===== src/rtl/tmac_uni_pkg.sv =====
// Shared types and defaults for the temporal-unary MAC datapath.
package tmac_uni_pkg;

   localparam int unsigned MAC_TERMS = 16;
   localparam int unsigned UNI_IN_W  = 8;

   typedef enum logic [2:0] {
      IDLE,
      SETTLE,
      RUN,
      LOAD_WAIT,
      DONE
   } acc_state_t;

endpackage : tmac_uni_pkg


===== src/rtl/tmac_acc_uni_sat_cnt.sv =====
// Saturating up-counter with enable and synchronous clear; once at all-ones it stays there.
module sat_cnt #(
   parameter int unsigned WIDTH = 12
) (
   input  logic             clk,
   input  logic             rst_n,
   input  logic             clr_i,
   input  logic             en_i,
   output logic [WIDTH-1:0] cnt_o,
   output logic [WIDTH-1:0] cnt_nxt_c
);

   logic [WIDTH-1:0] cnt_q;
   logic [WIDTH-1:0] cnt_d;

   always_comb begin
      cnt_d = cnt_q;
      if (clr_i) begin
         cnt_d = '0;
      end else if (en_i && (cnt_q != '1)) begin
         cnt_d = cnt_q + WIDTH'(1);
      end
   end

   always_ff @(posedge clk or negedge rst_n) begin
      if (!rst_n) begin
         cnt_q <= '0;
      end else begin
         cnt_q <= cnt_d;
      end
   end

   assign cnt_o     = cnt_q;
   assign cnt_nxt_c = cnt_d;

endmodule : sat_cnt


===== src/rtl/tmac_acc_uni.sv =====
// Receive end of the unipolar temporal product streams: counts ones per term window
// and presents the saturated sum of NUM_TERMS terms on a valid/ready interface.
module tmac_acc_uni
   import tmac_uni_pkg::*;
#(
   parameter int unsigned NUM_TERMS = MAC_TERMS,
   parameter int unsigned IN_W      = UNI_IN_W,
   parameter int unsigned ACC_W     = 12
) (
   input  logic             clk,
   input  logic             rst_n,
   input  logic             iClr,
   input  logic             iLoad,
   input  logic             iStop,
   input  logic             iBit,
   output logic [ACC_W-1:0] oSum,
   output logic             oValid,
   input  logic             iReady,
   output logic             oBusy,
   output logic             oDrop
);

   localparam int unsigned TERM_W = $clog2(NUM_TERMS + 1);

   if ((IN_W == 0) || (ACC_W == 0) || (NUM_TERMS == 0)) begin : g_bad_cfg
      $error("tmac_acc_uni: IN_W, ACC_W and NUM_TERMS must be nonzero");
   end

   acc_state_t        state_q;
   acc_state_t        state_d;
   logic [TERM_W-1:0] term_q;
   logic [TERM_W-1:0] term_d;
   logic [ACC_W-1:0]  sum_q;
   logic [ACC_W-1:0]  sum_d;
   logic              valid_q;
   logic              valid_d;
   logic              busy_q;
   logic              busy_d;
   logic              drop_q;
   logic              drop_d;

   logic              acc_en_c;
   logic              acc_clr_c;
   logic [ACC_W-1:0]  acc_c;
   logic [ACC_W-1:0]  acc_nxt_c;

   sat_cnt #(
      .WIDTH (ACC_W)
   ) u_acc (
      .clk       (clk),
      .rst_n     (rst_n),
      .clr_i     (acc_clr_c),
      .en_i      (acc_en_c),
      .cnt_o     (acc_c),
      .cnt_nxt_c (acc_nxt_c)
   );

   // Next-state, term counting and registered-output next values.
   always_comb begin
      state_d   = state_q;
      term_d    = term_q;
      acc_en_c  = 1'b0;
      drop_d    = 1'b0;
      acc_clr_c = 1'b0;
      sum_d     = '0;
      valid_d   = 1'b0;
      busy_d    = 1'b0;

      if (iClr) begin
         state_d = IDLE;
         term_d  = '0;
      end else begin
         unique case (state_q)
            IDLE: begin
               term_d = '0;
               if (iLoad) begin
                  state_d = SETTLE;
               end
            end
            SETTLE: begin
               state_d = RUN;
            end
            RUN: begin
               acc_en_c = ~iStop & iBit;
               // A load before stop truncates the term; it still counts as complete.
               if (iStop || iLoad) begin
                  term_d = term_q + TERM_W'(1);
                  if (term_d == TERM_W'(NUM_TERMS)) begin
                     state_d = DONE;
                     drop_d  = iLoad;
                  end else if (iLoad) begin
                     state_d = SETTLE;
                  end else begin
                     state_d = LOAD_WAIT;
                  end
               end
            end
            LOAD_WAIT: begin
               if (iLoad) begin
                  state_d = SETTLE;
               end
            end
            DONE: begin
               drop_d = iLoad;
               if (iReady) begin
                  state_d = IDLE;
                  term_d  = '0;
               end
            end
            default: begin
               state_d = IDLE;
               term_d  = '0;
            end
         endcase
      end

      acc_clr_c = (state_d == IDLE);
      valid_d   = (state_d == DONE);
      busy_d    = (state_d != IDLE);
      sum_d     = (state_d == DONE) ? acc_nxt_c : '0;
   end

   always_ff @(posedge clk or negedge rst_n) begin
      if (!rst_n) begin
         state_q <= IDLE;
         term_q  <= '0;
         sum_q   <= '0;
         valid_q <= 1'b0;
         busy_q  <= 1'b0;
         drop_q  <= 1'b0;
      end else begin
         state_q <= state_d;
         term_q  <= term_d;
         sum_q   <= sum_d;
         valid_q <= valid_d;
         busy_q  <= busy_d;
         drop_q  <= drop_d;
      end
   end

   assign oSum   = sum_q;
   assign oValid = valid_q;
   assign oBusy  = busy_q;
   assign oDrop  = drop_q;

endmodule : tmac_acc_uni


===== config.mk =====
export PLATFORM = sky130hd
export DESIGN_NAME = tmac_acc_uni
export DESIGN_NICKNAME = d
export VERILOG_FILES = /design/src/rtl/tmac_uni_pkg.sv /design/src/rtl/tmac_acc_uni_sat_cnt.sv /design/src/rtl/tmac_acc_uni.sv
export SDC_FILE = /design/constraint.sdc
export NUM_CORES = 1
export LEC_CHECK = 0
export ABC_AREA = 1
export BUFFER_PORTS_ARGS = -buffer_cell sky130_fd_sc_hd__buf_4
export CAP_MARGIN = 20
export CORE_MARGIN = 2
export CORE_UTILIZATION = 40
export DETAILED_ROUTE_END_ITERATION = 8
export HOLD_SLACK_MARGIN = 0.12
export PLACE_DENSITY = 0.57
export SYNTH_ARGS = -nofsm -noshare
export SYNTH_HDL_FRONTEND = slang
export SYNTH_HIERARCHICAL = 1
export SYNTH_SLANG_ARGS = --single-unit

===== constraint.sdc =====
create_clock -name clk -period 2.2 [get_ports clk]
set_input_delay 0.44 -clock clk [delete_from_list [all_inputs] [get_ports clk]]
set_output_delay 0.44 -clock clk [all_outputs]
set_load 0.03 [all_outputs]

Word-level counts from Yosys, hierarchy flattened
Cells that the tools add are included.
{"block": "totals", "elab_cells": 49, "reg_bits": 35, "in_bits": 7}
{"block": "classes", "n_reduce_logical": 8, "n_eq_ne": 10, "n_addsub": 2, "n_bitwise": 2, "mux": 20}
{"cell": "$mux 12", "count": 3}
{"cell": "$mux 3", "count": 5}
{"cell": "$mux 5", "count": 3}
{"cell": "$pmux 5 s3", "count": 1}
{"cell": "$add 12x1->12 const B", "count": 1}
{"cell": "$ne 12x12->1 const B", "count": 1}
{"cell": "$pmux 3 s4", "count": 1}
{"cell": "$eq 3x2->1 const B", "count": 2}
{"cell": "$eq 3x3->1 const B", "count": 2}
{"cell": "$logic_not 3->1", "count": 2}
{"cell": "$ne 3x3->1 const B", "count": 2}
{"cell": "$add 5x1->5 const B", "count": 1}
{"cell": "$eq 5x5->1 const B", "count": 1}
{"cell": "$mux 1", "count": 5}
{"cell": "$reduce_or 2->1", "count": 2}
{"cell": "$eq 3x1->1 const B", "count": 1}
{"cell": "$reduce_and 3->1", "count": 1}
{"cell": "$reduce_bool 3->1", "count": 1}
{"cell": "$mux 2", "count": 1}
{"cell": "$ne 2x1->1 const B", "count": 1}
{"cell": "$pmux 1 s2", "count": 1}
{"cell": "$and 1x1->1", "count": 1}
{"cell": "$logic_and 1x1->1", "count": 1}
{"cell": "$logic_or 1x1->1", "count": 1}
{"cell": "$not 1->1", "count": 1}

Logic depth before layout (Yosys ltp)
Gate-level depths: netlist of the first run.
{"block": "logic_depth", "ltp_word": 9, "depth_mapped": 19}

Cells and area by module
Netlist of the first run, hierarchy kept.
{"mod": "tmac_acc_uni", "area_each_um2": 1082.3, "seq_area_each_um2": 575.6, "cells_per_inst": 124, "instances": 1}
{"mod": "sat_cnt", "area_each_um2": 764.5, "seq_area_each_um2": 300.3, "cells_per_inst": 108, "instances": 1}

Least setup slack after synthesis of the first run
Ideal clock, no wire load.
{"block": "synth_timing", "path_type": "register to register", "start": "register term_q[0]", "end": "register sum_q[2], in the netlist oSum[2]", "t_required_ns": 2.085, "setup_time_ns": 0.115, "path_slack_ns": 0.279, "path_stages_with_launch": 20, "t_arrival_ns": 1.806, "synth_period_minus_slack_ns": 1.921, "cell_sequence": "dfrtp_1 -> ha_1 -> inv_1 -> nand2_1 -> nand2_2 -> nor2_2 -> nand3_2 -> nand2_1 -> nand2_1 -> nand2_1 -> nand2_1 -> nand2_1 -> nand2_1 -> nor2_1 -> inv_1 -> buf_4 -> nand2_1 -> nor2_1 -> inv_1 -> nor2_4"}
{"block": "synth_between", "elab_chain_cells": 9}
{"item": "from (decl)", "line": "tmac_acc_uni.sv:31", "rtl": "logic [TERM_W-1:0] term_q;"}
{"item": "from (signal assigned)", "line": "tmac_acc_uni.sv:133", "rtl": "term_q <= term_d;"}
{"item": "$add 5x1->5", "line": "tmac_acc_uni.sv:87", "rtl": "term_d = term_q + TERM_W'(1);"}
{"item": "$eq 5x5->1", "line": "tmac_acc_uni.sv:88", "rtl": "if (term_d == TERM_W'(NUM_TERMS)) begin"}
{"item": "$mux 3", "line": "tmac_acc_uni.sv:88"}
{"item": "$mux 3", "line": "tmac_acc_uni.sv:86", "rtl": "if (iStop || iLoad) begin"}
{"item": "$pmux 3 s4", "line": "tmac_acc_uni.sv:73", "rtl": "unique case (state_q)"}
{"item": "$mux 3", "line": "tmac_acc_uni.sv:69", "rtl": "if (iClr) begin"}
{"item": "$logic_not 3->1", "line": "tmac_acc_uni.sv:117", "rtl": "acc_clr_c = (state_d == IDLE);"}
{"item": "net acc_clr_c", "line": "tmac_acc_uni.sv:43", "rtl": "logic acc_clr_c;"}
{"item": "$mux 12", "line": "tmac_acc_uni_sat_cnt.sv:18", "rtl": "if (clr_i) begin"}
{"item": "net acc_nxt_c[2]", "line": "tmac_acc_uni.sv:45", "rtl": "logic [ACC_W-1:0] acc_nxt_c;"}
{"item": "$mux 12", "line": "tmac_acc_uni.sv:120", "rtl": "sum_d = (state_d == DONE) ? acc_nxt_c : '0;"}
{"item": "net sum_d[2]", "line": "tmac_acc_uni.sv:34", "rtl": "logic [ACC_W-1:0] sum_d;"}
{"item": "to (signal assigned)", "line": "tmac_acc_uni.sv:134", "rtl": "sum_q <= sum_d;"}
{"item": "to (decl)", "line": "tmac_acc_uni.sv:33", "rtl": "logic [ACC_W-1:0] sum_q;"}
The timed path passes the listed nets, and every way through them passes these cells.
A chain may end at the register's enable or synchronous reset.

Worst setup path in the final report of the first run
{"block": "layout_timing", "start": "register term_q[0]", "end": "register sum_q[9], in the netlist oSum[9]"}
Same word-level chain as after synthesis.

==> flow_summary.ini, run 1 <==
[timing]
rsz0062_at_grt = no
slew_violations = 0
relSlewSlack_pct = 70.5
max_freq_mhz = 502
timing.final.crit_share_pct = 90.6
fin_ws_ns = 0.207
hold_viol_final = 0
worst_pin_slew_ns = 0.442
worst_clock_skew_ns = 0.00433
min_period_ns = 1.99
finalSetupTns_ns = 0
setup_viol = 0

[logic_synthesis]
synth_area_leader_cell = dfrtp_1
synthXorXnorAreaFrac_pct = 0
netlist_area_um2 = 1850
synth_fa_ha_area_share_pct = 2.03
synthCells = 232
yosysWarnings = 6
syn-num-nets = 242
ys_seq_elements = 35
synth_edf_count = 0
synth_mux_area_share_pct = 0
synth-seq-area-share_pct = 47.4
synth-compound-area-share_pct = 6.84
synth.area.top_cells = dfrtp_1 (47%), inv_1 (9.3%), nand2_1 (8.7%)
synth_area_per_cell_um2 = 7.96
synth_top_family_by_area = simple AND/OR/NAND/NOR gates
synth_ff_type = dfrtp_1
yosysMostFrequentCell = inv_1
async_reset_ff_share_pct = 100
synth_top_area_share_pct = 47.4
synth_cell_types = 28
synth_simple_gate_area_share_pct = 32.0
yosys-top-cells-count = inv_1 (46), nand2_1 (43), dfrtp_1 (35)

[pwr]
vdd_ir_drop_max_v = 0.000339
fin_total_pwr_mw = 1.28
power.leakage_nw = 1.08
powerDensity_nw_per_um2 = 569

[global_route]
antenna_found_initial = 0
overflow = 0
grt_pass1_vias = 1381
grt_max_degree = 36
grt_usage_pct = 15.0
grt_pass1_wl_um = 6000

[clocking]
h-tree-depth = 2
cts_buffers = 5
root_buffer = clkbuf_8
clock_sinks = 35
clockBufferDepth = 2
worstSkewPairLatency_ns = 0.28
path_clk_slew_ns = 0.07
cts_tree = done

[critical_path]
crit_required_ns = 2.42
cp_max_fo = 10
cp-end-kind = flop
start_kind = flop
arrival_ns = 2.21
criticalPathCategory = flop to flop

[detailed_routing]
viasPerCell = 4.64
ant_nets = 0
drt-initial-drc-count = 68
drc = 0
wl_per_cell_um = 10.5
first_pass_iters = 4
route.vias.total = 1474
wl_um = 3350

[place]
dp.cells = 304
dp_slack_ns = 0.0659
place.detailed.hpwl_um = 2310
gp_congestion = 0.829
port_buffers = 21

[flow_run]
max_cap_violations = 0

[cells_and_area]
area_delta_synth_final_pct = 21.5
drive_above_1_share_pct = 27.1
fin_nets = 275
antennaDiodeCount = 0
fin_cells = 318

[floorplan]
design.core.area_um2 = 4410
initial_core_util_pct = 41.8
dieArea_um2 = 5180
rows = 24
io_pins = 22
die-height_um = 71.9
die_w_um = 71.9

[worst_hold_path]
hp-class = input port to flop

[run_status]
status = completed
sequential cells by signal, summed over array words and instances (netlist names):
signal,cells
oValid,1
u_acc/cnt_o,12
term_q,5
state_q,3
oDrop,1
oBusy,1
oSum,12
layout by cell type (no fill, tap or decap), drive strengths merged, types with 2 or more instances in the layout:
cell and n:
a21oi 11, nor2 44, nor3 2, nand4 3, clkbuf 8, dfrtp 35, nand2 48, o22ai 3
nand3 16, inv 48, o21ai 7, nand3b 3, buf 29, ha 3
metrics by stage:
stage / hold slack [ns] / utilization (%) / area, µm²
3_5_place_dp: 0.426 / 46.6 / 2060
6_report: 0.439 / 50.8 / 2240
4_1_cts: 0.427 / 49.1 / 2170
5_1_grt: 0.436 / 50.8 / 2240
2_1_floorplan: 0.144 / - / 1850
3_3_place_gp: 0.424 / 46.6 / 2060
cell type report:
type	count	area, µm²
inverter	48	180
multi-input combinational	145	788
sequential	35	878
tap	52	65.1
clock buffer	8	100
fill	424	2170
timing repair buffer	30	231
path summary, 6_finish.rpt:
kind                                start    endpoint  slack [ns]  cells past startpoint
worst min register to register  term_q[1]   term_q[1]        0.57                      2
max in group asynchronous           rst_n   term_q[1]        1.22                      2
min in group asynchronous           rst_n  state_q[0]        0.65                      2
worst max register to register  term_q[0]     oSum[9]        0.21                     17
worst max-delay path            term_q[0]     oSum[9]        0.21                     17
worst min-delay path                 iClr       oDrop        0.44                      3
metal layers:
layer | GRT usage (%) | up-vias | wire, µm
li1 | - | 781 | -
met1 | 20.1 | 663 | 1650
met2 | 22.7 | 26 | 1520
met3 | 4.17 | 4 | 128
met4 | 6.92 | 0 | 54
met5 | 0 | - | 0
timing repair:
item / CTS / global route
setup endpoints to repair: 0 / 21
resized for setup: 0 / 12
hold buffers: 1 / 0
setup buffers: 0 / 5
hold endpoints to repair: 35 / 0
power breakdown:
part           internal (mW)  total (mW)  switching [mW]  leakage, nW
sequential             0.652       0.657         0.00589        0.483
clock                  0.286       0.504           0.218       0.0515
combinational         0.0413       0.115          0.0736        0.545
total                  0.978        1.28           0.298         1.08
cell families after synthesis:
family                     after synthesis
adders and majority gates                3
AOI/OAI and AO/OA                       23
buffers and inverters                   52
DFF                                     35
and+or+nand+nor                        119
worst max-delay path, cell delays in order, from the launching register on:
cell,delay [ns]
dfrtp_2,0.45
ha_4,0.19
inv_1,0.05
nand2_1,0.05
nand2_2,0.08
nor2_2,0.04
nand3_2,0.08
nand2_1,0.07
o21ai_0,0.14
nand2_1,0.10
nand2_1,0.09
nor2_2,0.04
inv_1,0.07
buf_6,0.14
nand2_1,0.07
nor2_2,0.12
inv_1,0.05
nor2_2,0.09
Note: power is estimated with default switching activity, not from simulation.
==> run 2: changes to the inputs <==
--- a/config.mk
+++ b/config.mk
@@ -8,7 +8,6 @@
 export ABC_AREA = 1
 export BUFFER_PORTS_ARGS = -buffer_cell sky130_fd_sc_hd__buf_4
 export CAP_MARGIN = 20
-export CORE_MARGIN = 2
 export CORE_UTILIZATION = 40
 export DETAILED_ROUTE_END_ITERATION = 8
 export HOLD_SLACK_MARGIN = 0.12
==> run 2 against run 1 <==
Non-clock buffer count grew 6; combinational power grew 23%; clock power shrank 16%; die area shrank 5.5%; critical endpoint is now oSum[2]; register-to-register slack lost 0.04 ns; critical path depth grew 1; worst hold slack lost 0.0047 ns; wire length grew 7.5%; cell area grew 1.2%; clock skew is essentially flat.
==> flow_summary.ini, run 2 (synthesized netlist as in run 1, its figures left out) <==
[critical_path]
arrival_ns = 2.21
cp.depth = 18
cp-end-kind = flop
criticalPathCategory = flop to flop
cp_max_fo = 6
cp_num_buf_inv = 3
crit_required_ns = 2.38
start_kind = flop
regToRegStartpoint = term_q[1]
crit_chain = ha_4, nand3_1, nand2_1, nand2_2, nand3_2, nand2_2, nand2_1, nand2_1, nand2_1, nand2_2, nand2_1, nor2_2, inv_2, buf_4, nand2_1, nor2_1, inv_1, nor2_4
crit_slowest_cell = dfrtp_2
cpMostUsedCell = nand2_1
regToRegSetupSlack_ns = 0.16
rr_worst_depth = 18
crit_family = simple AND/OR/NAND/NOR gates
slowest_delay_ns = 0.45
crit_path_start = term_q[1]

[detailed_routing]
route.vias.total = 1509
first_pass_iters = 4
viasPerCell = 4.69
wl_um = 3600
drt-initial-drc-count = 67
ant_nets = 0
drc = 0
wl_per_cell_um = 11.2

[flow_run]
max_cap_violations = 0

[timing]
worst_clock_skew_ns = 0.00481
worst_pin_slew_ns = 0.438
fin_ws_ns = 0.163
hold_viol_final = 0
min_period_ns = 2.04
max_freq_mhz = 491
slew_violations = 0
setup_viol = 0
relSlewSlack_pct = 70.8
timing.final.crit_share_pct = 92.6

[cells_and_area]
register_area_um2 = 878
final_cell_mix = inv_1 (43), nand2_1 (40), buf_4 (34)
area_delta_synth_final_pct = 23.0
multi_input_area_um2 = 798
fin_nets = 281
design_area_um2 = 2270
antennaDiodeCount = 0
final_common_cell = inv_1
drive_above_1_share_pct = 28.9
fin_cells = 322
fillers = 424

[place]
gp_congestion = 0.730
port_buffers = 21
dp_slack_ns = 0.0851
place_area_um2 = 2070
dp.cells = 306
place.detailed.hpwl_um = 2350

[pwr]
power.leakage_nw = 1.09
powerDensity_nw_per_um2 = 538
fin_total_pwr_mw = 1.22
vdd_ir_drop_max_v = 0.000240

[clocking]
clockBufferDepth = 2
clock_sinks = 35
cts_tree = done
h-tree-depth = 2
path_clk_slew_ns = 0.07
cts_buffers = 5
worstSkewPairLatency_ns = 0.29
root_buffer = clkbuf_8

[floorplan]
rows = 24
die_w_um = 69.9
design.core.area_um2 = 4380
die-height_um = 69.9
initial_core_util_pct = 42.1
dieArea_um2 = 4890
io_pins = 22

[global_route]
grt_util_met1_pct = 20.4
grt_usage_pct = 15.5
grt_max_degree = 36
busiest_layer = met2
grt_pass1_wl_um = 5930
met2_usage_pct = 23.9
overflow = 0
grt_pass1_vias = 1385
antenna_found_initial = 0
grt_util_met3_pct = 3.46

[worst_hold_path]
min_from = iClr
hp-class = input port to flop
min_path_cells = 3

[run_status]
status = completed
-- run 2: changes by cell type in the layout (fill, tap and decap cells not counted), moves of 2 or more --
cell | previous run | this run
nand2_2 | 4 | 7
buf_4 | 28 | 34
inv_1 | 46 | 43
nand2_1 | 43 | 40
nor2_1 | 24 | 28
nor2_2 | 17 | 12
clkbuf_8 | 7 | 5
inv_2 | 2 | 5
-- run 2: final timing paths --
kind	to
worst max-delay path	oSum[2]
worst min-delay path	oDrop
worst max register to register	oSum[2]
max in group asynchronous	term_q[1]
min in group asynchronous	oValid
worst min register to register	term_q[4]
-- run 2: power by group --
group | internal (mW) | switching [mW]
combinational | 0.0576 | 0.0839
sequential | 0.651 | 0.00571
clock | 0.211 | 0.212
-- run 2: per-layer routing --
metal | vias up | share of wire, %
met4 | 0 | 2.3
met1 | 694 | 47
met2 | 20 | 48
met5 | - | 0
met3 | 9 | 2.9
li1 | 786 | -
-- run 2: final cells by class --
cell class	instances	share of cell area (%)
sequential	35	38.7
tap	52	2.87
inverter	48	7.93
clock buffer	6	3.20
multi-input combinational	145	35.2
timing repair buffer	36	12.2
-- run 2: worst register-to-register path: stages (launching register included) --
cell	delay, ns
dfrtp_2	0.45
ha_4	0.18
nand3_1	0.07
nand2_1	0.07
nand2_2	0.08
nand3_2	0.11
nand2_2	0.10
nand2_1	0.05
nand2_1	0.05
nand2_1	0.06
nand2_2	0.07
nand2_1	0.06
nor2_2	0.14
inv_2	0.05
buf_4	0.15
nand2_1	0.07
nor2_1	0.05
inv_1	0.09
nor2_4	0.04
-- run 2: repair_timing --
| action | CTS | global route |
|---|---|---|
| gates resized for setup | 0 | 17 |
| hold buffers | 1 | 0 |
| setup buffers | 0 | 9 |
| endpoints found under the setup margin | 0 | 24 |
| endpoints found under the hold margin | 4 | 0 |
-- run 2: metrics by stage --
step | TNS [ns] | hold slack, ns | util (%)
2_1_floorplan | 0 | 0.144 | -
3_3_place_gp | 0 | 0.421 | 47.3
3_5_place_dp | 0 | 0.427 | 47.3
4_1_cts | 0 | 0.418 | 49.1
5_1_grt | -0.246 | 0.432 | 51.8
6_report | 0 | 0.434 | 51.8
